[src/rtl/mux_nx1_rr_if.sv]
// Lane-side and serializer-side signals of the N:1 lane merger, grouped as one bus.
// master = lane staging + serializer side, slave = the merger itself.
interface mux_nx1_rr_if #(
    parameter int WIDTH = 8,
    parameter int LANES = 4,
    parameter int LW    = (LANES > 1) ? $clog2(LANES) : 1
) ();
    logic                   enable;
    logic [LANES*WIDTH-1:0] in_data;
    logic [LANES-1:0]       in_valid;
    logic [LANES-1:0]       in_ack;
    logic [WIDTH-1:0]       out_data;
    logic                   out_valid;
    logic [LW-1:0]          out_lane;

    modport master (
        output enable,
        output in_data,
        output in_valid,
        input  in_ack,
        input  out_data,
        input  out_valid,
        input  out_lane
    );

    modport slave (
        input  enable,
        input  in_data,
        input  in_valid,
        output in_ack,
        output out_data,
        output out_valid,
        output out_lane
    );
endinterface

[src/rtl/mux_nx1_rr.sv]
// N:1 lane merger (TDM or skip-idle round-robin); 1-clock registered output latency.
// No downstream backpressure; lanes not acknowledged must hold their word until in_ack.
module mux_nx1_rr #(
    parameter int WIDTH = 8,
    parameter int LANES = 4,
    parameter int MODE  = 0
) (
    input  logic        clk,
    input  logic        reset_L,
    mux_nx1_rr_if.slave bus
);
    localparam int LW = (LANES > 1) ? $clog2(LANES) : 1;

    logic [LW-1:0]    ptr_q, ptr_d;
    logic [WIDTH-1:0] out_data_q, out_data_d;
    logic             out_valid_q, out_valid_d;
    logic [LW-1:0]    out_lane_q, out_lane_d;

    logic             cand_vld;
    logic [LW-1:0]    cand_idx;
    logic             gnt;
    logic [WIDTH-1:0] gnt_data;

    // Modulo-LANES add; base and ofs are both below LANES so one subtract suffices.
    function automatic logic [LW-1:0] wrap_add(input logic [LW-1:0] base, input int ofs);
        logic [LW:0] sum;
        sum = {1'b0, base} + (LW+1)'(ofs);
        if (sum >= (LW+1)'(LANES)) begin
            sum = sum - (LW+1)'(LANES);
        end
        return sum[LW-1:0];
    endfunction

    generate
        if (MODE == 0) begin : g_tdm
            always_comb begin
                cand_vld = bus.in_valid[ptr_q];
                cand_idx = ptr_q;
            end
        end else begin : g_rr
            // Scan from the far end so the lane closest to ptr wins last.
            always_comb begin
                cand_vld = 1'b0;
                cand_idx = ptr_q;
                for (int j = LANES - 1; j >= 0; j--) begin
                    if (bus.in_valid[wrap_add(ptr_q, j)]) begin
                        cand_vld = 1'b1;
                        cand_idx = wrap_add(ptr_q, j);
                    end
                end
            end
        end
    endgenerate

    // Gating with reset_L drops any word offered while reset is asserted.
    assign gnt      = cand_vld & bus.enable & reset_L;
    assign gnt_data = bus.in_data[int'(cand_idx)*WIDTH +: WIDTH];

    always_comb begin
        bus.in_ack = '0;
        if (gnt) begin
            bus.in_ack[cand_idx] = 1'b1;
        end
    end

    always_comb begin
        ptr_d = ptr_q;
        if (bus.enable) begin
            if (MODE == 0) begin
                ptr_d = wrap_add(ptr_q, 1);
            end else if (gnt) begin
                ptr_d = wrap_add(cand_idx, 1);
            end
        end
    end

    always_comb begin
        out_valid_d = gnt;
        out_data_d  = out_data_q;
        out_lane_d  = out_lane_q;
        if (gnt) begin
            out_data_d = gnt_data;
            out_lane_d = cand_idx;
        end
    end

    always_ff @(posedge clk or negedge reset_L) begin
        if (!reset_L) begin
            ptr_q       <= '0;
            out_data_q  <= '0;
            out_valid_q <= 1'b0;
            out_lane_q  <= '0;
        end else begin
            ptr_q       <= ptr_d;
            out_data_q  <= out_data_d;
            out_valid_q <= out_valid_d;
            out_lane_q  <= out_lane_d;
        end
    end

    assign bus.out_data  = out_data_q;
    assign bus.out_valid = out_valid_q;
    assign bus.out_lane  = out_lane_q;
endmodule

[src/flat_wrapper.sv]
// flat-port wrapper written by rule: the top's interface ports become plain ports
module mux_nx1_rr_flat 
#(
    parameter int WIDTH = 8,
    parameter int LANES = 4,
    parameter int MODE  = 0
)
  (clk, reset_L, bus_enable, bus_in_data, bus_in_valid, bus_in_ack, bus_out_data, bus_out_valid, bus_out_lane);
  mux_nx1_rr_if #(.WIDTH(WIDTH), .LANES(LANES)) bus_i ();
  input  logic clk;
  input  logic reset_L;
  input wire logic [$bits(bus_i.enable)-1:0] bus_enable;
  input wire logic [$bits(bus_i.in_data)-1:0] bus_in_data;
  input wire logic [$bits(bus_i.in_valid)-1:0] bus_in_valid;
  output wire logic [$bits(bus_i.in_ack)-1:0] bus_in_ack;
  output wire logic [$bits(bus_i.out_data)-1:0] bus_out_data;
  output wire logic [$bits(bus_i.out_valid)-1:0] bus_out_valid;
  output wire logic [$bits(bus_i.out_lane)-1:0] bus_out_lane;
  assign bus_i.enable = bus_enable;
  assign bus_i.in_data = bus_in_data;
  assign bus_i.in_valid = bus_in_valid;
  assign bus_in_ack = bus_i.in_ack;
  assign bus_out_data = bus_i.out_data;
  assign bus_out_valid = bus_i.out_valid;
  assign bus_out_lane = bus_i.out_lane;
  mux_nx1_rr #(.WIDTH(WIDTH), .LANES(LANES), .MODE(MODE)) u_core (.clk(clk), .reset_L(reset_L), .bus(bus_i));
endmodule
[config.mk]
export PLATFORM = sky130hd
export DESIGN_NAME = mux_nx1_rr_flat
export DESIGN_NICKNAME = d
export VERILOG_FILES = /design/src/rtl/mux_nx1_rr_if.sv /design/src/rtl/mux_nx1_rr.sv /design/src/flat_wrapper.sv
export SDC_FILE = /design/constraint.sdc
export NUM_CORES = 1
export LEC_CHECK = 0
export ABC_AREA = 1
export CAP_MARGIN = 20
export CORE_MARGIN = 8
export CORE_UTILIZATION = 38
export CTS_CLUSTER_DIAMETER = 200
export DETAILED_ROUTE_END_ITERATION = 10
export PLACE_DENSITY = 0.79
export SLEW_MARGIN = 15
export SYNTH_ARGS = -nofsm -noshare
export SYNTH_HDL_FRONTEND = slang
export SYNTH_SLANG_ARGS = --single-unit
[constraint.sdc]
create_clock -name clk -period 1.86 [get_ports clk]
set_input_delay 0.558 -clock clk [delete_from_list [all_inputs] [get_ports clk]]
set_output_delay 0.558 -clock clk [all_outputs]
set_load 0.01 [all_outputs]
; ---- Yosys cells after proc, flatten, opt, wreduce, memory -nomap -nowiden
; Index checks and enable logic that the tools add are counted.
[totals]
word_cells = 19
in_bits = 39
output_inout_bits = 15
register_bits = 13
[op_classes]
n_lt_le_gt_ge = 3
addsub = 2
muxes = 6
n_reduce_logical = 1
bitwise_logic = 2
n_shift = 1
[op_table]
columns = op, count
row1 = 32-bit by 6-bit variable part select with 8-bit output, 1
row2 = 4-bit 2-to-1 mux, 1
row3 = "2-bit by 1-bit adder with 3-bit output, second input constant", 1
row4 = "3-bit >= comparator, second input constant", 1
row5 = "2-bit by 3-bit < comparator with 1-bit output, second input constant", 1
row6 = 1-bit bitwise AND, 2
row7 = 1-bit binary-select mux with 2-bit select, 1
row8 = 1-bit demux with 2-bit select, 1
row9 = "2-bit by 1-bit >= comparator with 1-bit output, second input constant", 1
row10 = 1-bit 2-to-1 mux, 2
row11 = 2-bit 2-to-1 mux, 1
row12 = "2-bit by 1-bit subtractor with 2-bit output, second input constant", 1
row13 = 1-bit logical AND, 1

; ---- Logic depth before layout (Yosys ltp)
[logic_depth]
ltp_word = 5
mapped_depth = 8
mapped_depth_nobuf = 7

; ---- Least setup slack after synthesis
; Ideal clock, no wire load.
[synth_timing]
path_type = register to output
start = register u_core.ptr_q[1] (netlist: u_core.cand_idx[1])
end = output port bus_in_ack[0]
t_required_ps = 1302
stages_incl_launch_ff = 6
path_slack_ps = 154
arrival_time_ps = 1148
cell_sequence = dfrtp_1 inv_1 clkbuf_1 ha_1 inv_1 nor2_1
[synth_between]
elab_chain_cells = 5
elab_cells_between_ends = 10
classes_between = 2 x order compare / 5 x mux / 2 x bitwise / 1 x reduce/logical
[synth_lines]
columns = item, line_no
row1 = "start, declared", mux_nx1_rr.sv:14  ; logic [LW-1:0] ptr_q, ptr_d;
row2 = "start signal, assigned", mux_nx1_rr.sv:94  ; ptr_q <= ptr_d;
row3 = 2-bit by 3-bit < comparator with 1-bit output (not written as such) (tied with other cells), mux_nx1_rr.sv:62  ; bus.in_ack[cand_idx] = 1'b1;
row4 = 1-bit logical AND (not written as such) / 1-bit 2-to-1 mux (equally long branches), "mux_nx1_rr.sv:62, mux_nx1_rr.sv:37"
row5 = 1-bit 2-to-1 mux (not written as such) / 1-bit bitwise AND (equally long branches), "mux_nx1_rr.sv:62, mux_nx1_rr.sv:56"
row6 = 1-bit demux with 2-bit select / 1-bit bitwise AND (equally long branches), --
row7 = 4-bit 2-to-1 mux *, mux_nx1_rr.sv:61  ; if (gnt) begin
row8 = "end, declared", flat_wrapper.sv:15  ; output wire logic [$bits(bus_i.in_ack)-1:0] bus_in_ack;
; Mark *: on every way between the ends. The rest lies on a longest branch, timed or not. The select of a mux whose other input is x is not followed.

; ---- Worst setup path after layout
[layout_timing]
start = register u_core.ptr_q[0] (netlist: u_core.cand_idx[0])
end = output port bus_in_ack[3]
; Same word-level chain as after synthesis.

==> impl_results.md <==
* Status: finished with violations
* Failing checks: negative setup slack
* Die W at 66.39 microns
* Initial antenna violation count at 0
* Layout area overhead at 80.54%
* H-tree Lvls at 1
* Startpoint Class: flop
* Share of layout cells above drive strength 1 at 21.82%
* Mux share of post-synthesis cell area at 0%
* Crit-path max FO at 5
* Final setup viols at 3
* Fill cells at 184
* Final net count at 264
* Sequential-to-total area share from yosys stat at 33.72%
* Crit path max-delay family: flip-flops
* Slowest CP cell: dfrtp_2
* Post-synthesis compound-gate area fraction at 6.744%
* Root Buffer: clkbuf_4
* Die area at 4407 sq um
* Number of diodes at 0
* Initial Util at 39.66%
* Final Max Tran Viols at 0
* Worst path arrival time at 1310 ps
* Clk_skew at 3.468 ps
* Final hold slack at 375.4 ps
* Inserted Clock Buffers at 3
* Residual DRC at 0
* FP Rows at 18
* Worst slack at placement at -649.1 ps
* Minimum clock period at 1866 ps
* Synth Area in XOR/XNOR at 0.9079%
* CP Cell Sequence: buf_6, nand2_4, nand3_4, nand3_4, nor2_1, buf_2
* Worst Tran Pin Value at 184.6 ps
* Average wire per standard cell at 13.29 microns
* Reg2reg path depth at 13
* PD cells at 1301 nW/um^2
* Worst skew pair latency at 270 ps
* Critical path type: flop to output port
* Setup crit end kind: output port
* Multi-input logic area at 570.5 sq um
* CTS Buffer Depth at 2
* Core area at 2432 sq um
* Synthesized Nets at 186
* Adder-cell share of the synthesized area at 5.188%
* TritonCTS clock tree: built
* Post-Synthesis Cell Area at 964.7 sq um
* Pre-antenna DRT Iters at 4
* Via count at 1150
* Final core utilization at 71.60%
* Pin count of the biggest net entering global routing at 14
* Sequential cell area at 326.6 sq um
* Number of synthesized register bits at 13
* Largest family of logic cells by synthesized area: simple AND/OR/NAND/NOR gates
* # IOs at 54
* CTS Sinks at 13
* Die Ht at 66.39 microns
* Total global routing overflow at 0
* HP Class: primary input to async pin
* Final WL at 3.323 mm
* CP peak stage delay at 450 ps
* Mapped Avg Cell Area at 6.746 sq um
* Most frequent cell on the critical path: nand3_4
* Worst R2R Setup Slack at 10 ps
* Synth cell types at 18
* Clock transition at path regs at 80 ps
* Simple-Gate Fraction of Synth Area at 41.89%
* Initial DRC Count at 63
* R2R Path Start: u_core.cand_idx[0]$_DFFE_PN0P_
* Max Clock Freq at 0.5360 GHz
* Detailed Place HPWL at 2.455 mm
* Avg Vias per Cell at 4.600
* R2R Path End: u_core.bus.out_data[6]$_DFFE_PN0P_
* GPL Wtd Cong at 0.8374
* Final Hold Fails at 0
* RSZ-0062 raised after global routing: yes
* First-pass GRT wire length at 5.181 mm
* VDD IR max at 0.7606 mV
* Final period util at 100.3%
* Syn Inst Count at 143
* Worst path required time at 1300 ps
* Buffers & Inverters on Critical Path at 2
* Max cap viols at 0
* Min setup slack post-route at -5.564 ps
* Relative slew slack at 87.68%
* Overall Power at 0.002265 W
* Total GRT Usage at 14.59%
* Port bufs at 53
* Routed Antenna Nets at 0
* Ys Warns at 0
* Leak Pwr at 0.9302 nW
* Vias in the first global route at 1169
[cells in the mapped netlist (all sizes together)]
library cell	count	area, sq um
nand2	83	319.1
inv	16	60.06
dfrtp	13	325.3
o211ai	8	60.06
buf	6	47.54
nor2	5	35.03
ha	4	50.05
nand3	3	37.54
nand4	2	12.51
clkbuf	1	3.750
o21ai	1	5.000
xor2	1	8.760
[stage by stage]
stage | cell area (sq um) | setup TNS (ps) | instances
4_1_cts | 1695 | 0 | 249
3_5_place_dp | 1609 | -2582 | 236
6_report | 1742 | -11.17 | 250
5_1_grt | 1742 | -872.1 | 250
3_3_place_gp | 1609 | -2488 | 236
2_1_floorplan | 964.7 | 0 | 143
[cell type report]
type	instances	area share [%]
clock buffers	4	1.509
inverters	16	3.879
multi-input cells	107	32.76
flip-flops and latches	13	18.75
well taps	30	2.155
repair buffers	80	40.95
[worst max-delay path by stage]
stage                                              start  depth (start not counted)  slack [ps]       endpoint
after detailed placement                         reset_L                          6        -650  bus_in_ack[1]
final                     u_core.cand_idx[0]$_DFFE_PN0P_                          6          -6  bus_in_ack[3]
after global routing      u_core.cand_idx[0]$_DFFE_PN0P_                          6         -80  bus_in_ack[1]
after floorplan           u_core.cand_idx[1]$_DFFE_PN0P_                          5         150  bus_in_ack[0]
after CTS                 u_core.cand_idx[0]$_DFFE_PN0P_                          6           4  bus_in_ack[1]
after global placement                           reset_L                          6        -630  bus_in_ack[0]
[logic make-up (layout without fill, tap and decap cells)]
family                   count (synthesis)  after routing
AND/OR/NAND/NOR                         93             93
buffers and inverters                   23            100
flip-flops                              13             13
AO/OA/AOI/OAI                            9              9
adder cells (fa/ha/maj)                  4              4
XOR/XNOR                                 1              1
[flip-flops by register name (all words and copies together), names as in the netlist]
name,flops
u_core.bus.out_data,8
u_core.bus.out_lane,2
u_core.bus.out_valid,1
u_core.cand_idx,2
[per-layer routing]
layer	GRT usage, %	part of all wire (%)	routed length (microns)
met5	0	0	0
met4	3.200	1.7	57
met3	3.729	7.6	254
met2	26.78	49	1632
met1	16.30	41	1379
[cells in the final DEF, fill, tap and decap left out]
cell type and n:
clkbuf_1 1, o21ai_0 1, buf_6 2, dfrtp_1 12, inv_2 1, dfrtp_2 1, inv_1 13, nand4_1 2
ha_1 4, nand2_4 4, o211ai_1 8, xor2_1 1, dlygate4sd2_1 6, nor2_8 1, nand3_4 3, buf_4 25
clkbuf_4 3, nor2_1 4, inv_4 1, nand2_1 77, buf_2 4, nand2_2 2, clkinv_4 1, clkdlybuf4s50_1 43
[repair_timing]
item | in CTS | in global routing
gates resized for setup | 29 | 9
buffers inserted | 9 | 1
setup endpoints to repair | 4 | 12
hold endpoints to repair | 0 | 0
cloned | 0 | 0
hold buffers | 0 | 0
pin swaps | 5 | 5
[report_power, final]
group | switching (W) | internal [W]
Sequential | 0.0000978 | 0.000409
Combinational | 0.000775 | 0.000815
Clock | 0.0000856 | 0.0000830
(Power assumes the default switching activity.)
